<file path="config.mk">
export PLATFORM = sky130hd
export DESIGN_NAME = demux_tdm
export DESIGN_NICKNAME = d
export VERILOG_FILES = /design/src/rtl/demux_pkg.sv /design/src/rtl/demux_tdm_shreg.sv /design/src/rtl/demux_tdm.sv
export SDC_FILE = /design/constraint.sdc
export NUM_CORES = 1
export LEC_CHECK = 0
export CORE_MARGIN = 2
export CORE_UTILIZATION = 49
export DETAILED_ROUTE_END_ITERATION = 7
export PLACE_DENSITY = 0.7
export SYNTH_ARGS = -nofsm -noshare
export SYNTH_HDL_FRONTEND = slang
export SYNTH_SLANG_ARGS = --single-unit
</file>
<file path="constraint.sdc">
create_clock -name clk -period 2.6 [get_ports clk]
set_input_delay 0.26 -clock clk [delete_from_list [all_inputs] [get_ports clk]]
set_output_delay 0.26 -clock clk [all_outputs]
set_load 0.02 [all_outputs]
</file>
<file path="src/rtl/demux_pkg.sv">
// demux_pkg
// Shared definitions for the TDM demultiplexer: FSM state encoding,
// number of TDM channels per frame and the default sample width.
// No ports (package only).

package demux_pkg;

  // Number of channels carried in one TDM frame
  localparam int N_CH = 4;

  // Default bits per channel sample
  localparam int W_DEFAULT = 8;

  // IDLE hunts for the frame-start marker, RECV collects frame bits
  typedef enum logic {
    IDLE = 1'b0,
    RECV = 1'b1
  } state_e;

endpackage

</file>
<file path="src/rtl/demux_tdm_shreg.sv">
// shreg
// W-bit serial-in / parallel-out shift register with a shift enable.
// New bits enter at the LSB, so after W enabled cycles the first bit
// shifted in sits at the MSB (MSB-first serial order).
// Ports:
//   clk    - clock, rising edge
//   rst    - asynchronous active-high reset, clears the register
//   en_i   - shift enable
//   din_i  - serial data bit
//   q_o    - parallel register contents (W bits)

module shreg #(
  parameter int W = 8
) (
  input  logic         clk,
  input  logic         rst,
  input  logic         en_i,
  input  logic         din_i,
  output logic [W-1:0] q_o
);

  logic [W-1:0] q_q;

  // Shift left one position per enabled cycle, oldest bit drifts to MSB
  always_ff @(posedge clk or posedge rst) begin
    if (rst) begin
      q_q <= '0;
    end else if (en_i) begin
      q_q <= {q_q[W-2:0], din_i};
    end
  end

  assign q_o = q_q;

endmodule

</file>
<file path="src/rtl/demux_tdm.sv">
// demux_tdm
// Serial TDM demultiplexer. A frame is N_CH*W bits, channel 0 first and
// MSB first within each channel, with sync high on bit 0 only. Each
// channel is collected in its own staging shift register; when the last
// bit arrives all four outputs are loaded together and valid pulses for
// one cycle. A sync seen mid-frame pulses err, drops the partial frame
// and restarts collection with that bit as the new bit 0.
// Ports:
//   clk         - clock, rising edge
//   rst         - asynchronous active-high reset
//   din         - serial TDM data bit
//   sync        - frame-start marker, high during bit 0 of a frame
//   ch0..ch3    - last complete frame's channel samples (W bits each)
//   valid       - one-cycle pulse, ch0..ch3 were just updated
//   err         - one-cycle pulse, framing error (sync mid-frame)

module demux_tdm
  import demux_pkg::*;
#(
  parameter int W = W_DEFAULT
) (
  input  logic         clk,
  input  logic         rst,
  input  logic         din,
  input  logic         sync,
  output logic [W-1:0] ch0,
  output logic [W-1:0] ch1,
  output logic [W-1:0] ch2,
  output logic [W-1:0] ch3,
  output logic         valid,
  output logic         err
);

  localparam int BW = (W > 1) ? $clog2(W) : 1;
  localparam logic [BW-1:0] BIT_LAST = BW'(W - 1);
  localparam logic [1:0]    CH_LAST  = 2'(N_CH - 1);

  state_e          state_q;
  logic [BW-1:0]   bitCnt_q;
  logic [1:0]      chCnt_q;
  logic [W-1:0]    ch_q [N_CH];
  logic            valid_q;
  logic            err_q;

  logic [W-1:0]    stage [N_CH];
  logic [N_CH-1:0] shiftEn_d;
  logic [1:0]      shiftCh;
  logic            lastBit;
  logic [W-1:0]    lastChNext;

  // A sync always restarts at channel 0, whether hunting or mid-frame.
  // Otherwise only the channel currently being collected shifts.
  always_comb begin
    shiftEn_d = '0;
    shiftCh   = sync ? 2'd0 : chCnt_q;
    if (sync || (state_q == RECV)) begin
      shiftEn_d[shiftCh] = 1'b1;
    end
  end

  genvar c;
  generate
    for (c = 0; c < N_CH; c++) begin : gStage
      shreg #(.W(W)) uStage (
        .clk   (clk),
        .rst   (rst),
        .en_i  (shiftEn_d[c]),
        .din_i (din),
        .q_o   (stage[c])
      );
    end
  endgenerate

  assign lastBit = (chCnt_q == CH_LAST) && (bitCnt_q == BIT_LAST);

  // The final bit is still on din at the loading edge, so the last
  // channel is taken as its staging value shifted once more with din.
  assign lastChNext = (stage[N_CH-1] << 1) | W'(din);

  // Frame FSM with counters and registered outputs. valid and err are
  // cleared every cycle and only ever set on mutually exclusive paths.
  always_ff @(posedge clk or posedge rst) begin
    if (rst) begin
      state_q  <= IDLE;
      bitCnt_q <= '0;
      chCnt_q  <= '0;
      valid_q  <= 1'b0;
      err_q    <= 1'b0;
      for (int i = 0; i < N_CH; i++) begin
        ch_q[i] <= '0;
      end
    end else begin
      valid_q <= 1'b0;
      err_q   <= 1'b0;
      case (state_q)
        IDLE: begin
          if (sync) begin
            state_q  <= RECV;
            bitCnt_q <= BW'(1);
            chCnt_q  <= '0;
          end
        end
        RECV: begin
          if (sync) begin
            // Bit 0 of a new frame arrived early: flag and resynchronise
            err_q    <= 1'b1;
            bitCnt_q <= BW'(1);
            chCnt_q  <= '0;
          end else if (lastBit) begin
            for (int i = 0; i < N_CH - 1; i++) begin
              ch_q[i] <= stage[i];
            end
            ch_q[N_CH-1] <= lastChNext;
            valid_q      <= 1'b1;
            state_q      <= IDLE;
            bitCnt_q     <= '0;
            chCnt_q      <= '0;
          end else if (bitCnt_q == BIT_LAST) begin
            bitCnt_q <= '0;
            chCnt_q  <= chCnt_q + 2'd1;
          end else begin
            bitCnt_q <= bitCnt_q + BW'(1);
          end
        end
        default: begin
          state_q <= IDLE;
        end
      endcase
    end
  end

  assign ch0   = ch_q[0];
  assign ch1   = ch_q[1];
  assign ch2   = ch_q[2];
  assign ch3   = ch_q[3];
  assign valid = valid_q;
  assign err   = err_q;

endmodule

</file>
==> metrics <==
combined area of the multi-input logic cells=1190 µm²; die span in x=83.1 µm; drt drc=0; Largest stage delay, worst path=0.56 ns; deepest clock path buffer count=2; Clock Skews=0.00639 ns; # resized after CTS=0; detailed-routing wirelength on met1=2390 µm; number of buffers added to fix hold violations after cts=0; Design Power=2.04 mW; count of distinct cell types in the synthesized netlist=26; number of antenna violations at the first check in global routing=0; routed wire length=4760 µm; CTS buffer count=9; number of non-filler instances in the completed layout=318; register bit count reported by yosys=71; root buffer cell=sky130_fd_sc_hd__clkbuf_8; power density of the placed cells=555 nW/µm²; cell-by-cell listing of the critical path=ha_1 -> nand4b_4 -> buf_4 -> mux2_2; Filler cells=441; period utilisation layout=71.1%; worst hold margin=0.252 ns; number of buffers added on ports=37; sort of element at the end of the critical path=flip-flop; setup repair after global routing missed its margin=false; type of the most critical hold path=input pin to async pin; timing-limited maximum frequency=541 MHz; Crit path buffers/inverters=1; die area=6910 µm²; type of origin of the critical path=flip-flop; count of pins on the block boundary=38; detailed-route vias per instance=5.22; final-report max-slew violation count=0; count of nets left with antenna violations after detail routing=0; initial standard-cell utilization of the core=51.2%; highest metal layer with signal wires=met4; count of nets after finishing=246; Final TNS setup=0 ns; area after detailed placement=3510 µm²; crit path kind=flip-flop to flip-flop; Pleak=1.83 nW; vias in the first global route=1728; number of violations reported at the end of detailed-routing iteration 0=47; Worst Path Max Fanout=20; final non-filler cell area=3670 µm²; final worst path period need=1.85 ns; DR pass1 iterations=4; gpl congestion=0.642; IR Drop Worst-Case VDD=0.000357 V; area of the core=5990 µm²; result of the run=completed; cell family with most CP delay=flip-flops; H-tree level count=3; setup-violating endpoint count in the final report=0; insertion delay to the later sink of the worst-skew pair=0.34 ns; signed area change from the synthesized netlist to the final layout=19.7%; die height=83.1 µm; number of cell rows=28; Antenna Cells=0; number of clock sinks seen by CTS=71; pin count of the biggest net entering global routing=52; number of warning messages in the yosys log=0; cell total after placement=303; number of max-capacitance violations reported=0; CTS tree=built; met3 wire length=162 µm; placed wire-length estimate=3090 µm; buffer count from post-CTS setup fixing=0; sequential area share after synthesis=57.9%; crit path max-delay cell type=sky130_fd_sc_hd__dfrtp_1; worst max-slew margin expressed relative to the limit=67.1%; critical path data arrival time=2.07 ns; post-DR wirelength/cell=15.0 µm; average size of a mapped cell=15.8 µm²; net count after synthesis=201; share of cells above drive strength 1=33.7%; GRT Overall Usage=15.0%; Slew @ Worst Pin=0.493 ns; Final Hold Violating Endpoints=0; clock-pin slew of the registers on the worst-case setup and hold paths=0.07 ns; required time at the endpoint of the critical path=2.82 ns; number of instances in the synthesized netlist=194; sequential cell area in the final layout=1780 µm²; remaining global-route overflow=0; global-route wire length before repair=8360 µm; via count=1659; Post-Synthesis Cell Area=3070 µm²; met2 wirelength from detailed routing=2120 µm
layout by cell type (no fill, tap or decap):
cell and n:
sky130_fd_sc_hd__mux2_1 1, sky130_fd_sc_hd__nand4bb_1 9, sky130_fd_sc_hd__ha_1 3, sky130_fd_sc_hd__clkbuf_1 1
sky130_fd_sc_hd__clkbuf_8 10, sky130_fd_sc_hd__nand4b_4 2, sky130_fd_sc_hd__a21oi_1 2, sky130_fd_sc_hd__buf_12 1
sky130_fd_sc_hd__nand2b_1 9, sky130_fd_sc_hd__nor2_1 2, sky130_fd_sc_hd__nor4bb_1 2, sky130_fd_sc_hd__nand3_1 1
sky130_fd_sc_hd__dfrtp_1 71, sky130_fd_sc_hd__inv_2 1, sky130_fd_sc_hd__nand2_1 9, sky130_fd_sc_hd__mux2i_1 2
sky130_fd_sc_hd__clkinv_2 3, sky130_fd_sc_hd__mux2_4 29, sky130_fd_sc_hd__a21o_1 1, sky130_fd_sc_hd__buf_4 7
sky130_fd_sc_hd__and2_1 1, sky130_fd_sc_hd__inv_1 1, sky130_fd_sc_hd__a21bo_2 2, sky130_fd_sc_hd__o211ai_1 8
sky130_fd_sc_hd__clkdlybuf4s50_1 37, sky130_fd_sc_hd__mux2_2 25, sky130_fd_sc_hd__xnor2_1 1, sky130_fd_sc_hd__nor3b_4 1
sky130_fd_sc_hd__clkinvlp_4 1
synth_stat cells:
master	instances	area, µm²
sky130_fd_sc_hd__ha_1	3	37.5
sky130_fd_sc_hd__nor4bb_1	2	20.0
sky130_fd_sc_hd__nand2_1	9	33.8
sky130_fd_sc_hd__inv_1	2	7.51
sky130_fd_sc_hd__buf_12	1	20.0
sky130_fd_sc_hd__nand3_1	1	5.00
sky130_fd_sc_hd__nor3b_4	1	18.8
sky130_fd_sc_hd__buf_6	4	45.0
sky130_fd_sc_hd__and2_1	1	6.26
sky130_fd_sc_hd__mux2_2	25	282
sky130_fd_sc_hd__nand2b_1	9	56.3
sky130_fd_sc_hd__nand4b_4	2	47.6
sky130_fd_sc_hd__a21oi_1	2	10.0
sky130_fd_sc_hd__o211ai_1	8	60.1
sky130_fd_sc_hd__buf_2	4	20.0
sky130_fd_sc_hd__a21bo_2	2	20.0
sky130_fd_sc_hd__nand4bb_1	9	101
sky130_fd_sc_hd__mux2_4	29	435
sky130_fd_sc_hd__buf_4	1	7.51
sky130_fd_sc_hd__xnor2_1	1	8.76
sky130_fd_sc_hd__nor2_1	2	7.51
sky130_fd_sc_hd__clkbuf_1	1	3.75
sky130_fd_sc_hd__mux2_1	1	11.3
sky130_fd_sc_hd__a21o_1	1	7.51
sky130_fd_sc_hd__dfrtp_1	71	1780
sky130_fd_sc_hd__mux2i_1	2	20.0
worst reg2reg max path, stage by stage (launching register included):
cell and delay, ns:
sky130_fd_sc_hd__dfrtp_1 0.56, sky130_fd_sc_hd__ha_1 0.34, sky130_fd_sc_hd__nand4b_4 0.11, sky130_fd_sc_hd__buf_4 0.34, sky130_fd_sc_hd__mux2_2 0.38
per-stage QoR:
step / setup WS (ns) / utilization (%)
2_1_floorplan: 0.543 / -
3_3_place_gp: 0.550 / 58.6
3_5_place_dp: 0.529 / 58.6
4_1_cts: 0.756 / 61.3
5_1_grt: 0.683 / 61.3
6_report: 0.751 / 61.3
cell families after synthesis:
| kind of cell | count (synthesis) | share of synthesized area, % |
|---|---|---|
| multiplexers | 57 | 24.4 |
| XOR/XNOR | 1 | 0.285 |
| flip-flops | 71 | 57.9 |
| AO/OA/AOI/OAI | 13 | 3.18 |
| buffers and inverters | 13 | 3.38 |
| adder cells (fa/ha/maj) | 3 | 1.22 |
| AND/OR/NAND/NOR | 36 | 9.66 |
registers in the layout, summed over array words and instances, names as in the netlist:
name,count
chCnt_q,2
state_q,1
ch2,8
bitCnt_q,3
ch1,8
gStage.uStage.q_o,31
err,1
ch3,8
valid,1
ch0,8
per-layer routing:
layer	up-vias	global-route usage [%]
met2	31	21.3
met3	10	3.98
met5	-	0
met4	0	7.15
li1	784	-
met1	834	21.3
final timing paths:
kind	startpoint	end	slack [ns]	cells after the start
hold / removal	rst	ch2[3]	0.25	2
hold reg to reg	gStage[3].uStage.q_o[6]	ch3[7]	0.51	1
setup / recovery	chCnt_q[1]	ch0[7]	0.75	4
max in group asynchronous	rst	gStage[0].uStage.q_o[6]	1.73	3
min in group clk	gStage[3].uStage.q_o[6]	ch3[7]	0.51	1
setup reg to reg	chCnt_q[1]	ch0[7]	0.75	4
cell type report:
type | instances | area share [%]
Tap cell | 75 | 2.55
Timing Repair Buffer | 45 | 12.1
Sequential cell | 71 | 48.4
Clock buffer | 11 | 3.85
Inverter | 2 | 0.204
Multi-Input combinational cell | 110 | 32.4
Clock inverter | 4 | 0.613
power by group:
| group | internal, mW | switching, mW | leakage (nW) |
|---|---|---|---|
| registers | 1.14 | 0.0312 | 0.942 |
| clock network | 0.362 | 0.382 | 0.0850 |
| logic | 0.0599 | 0.0624 | 0.803 |
| total | 1.56 | 0.476 | 1.83 |
(Power assumes the default switching activity.)
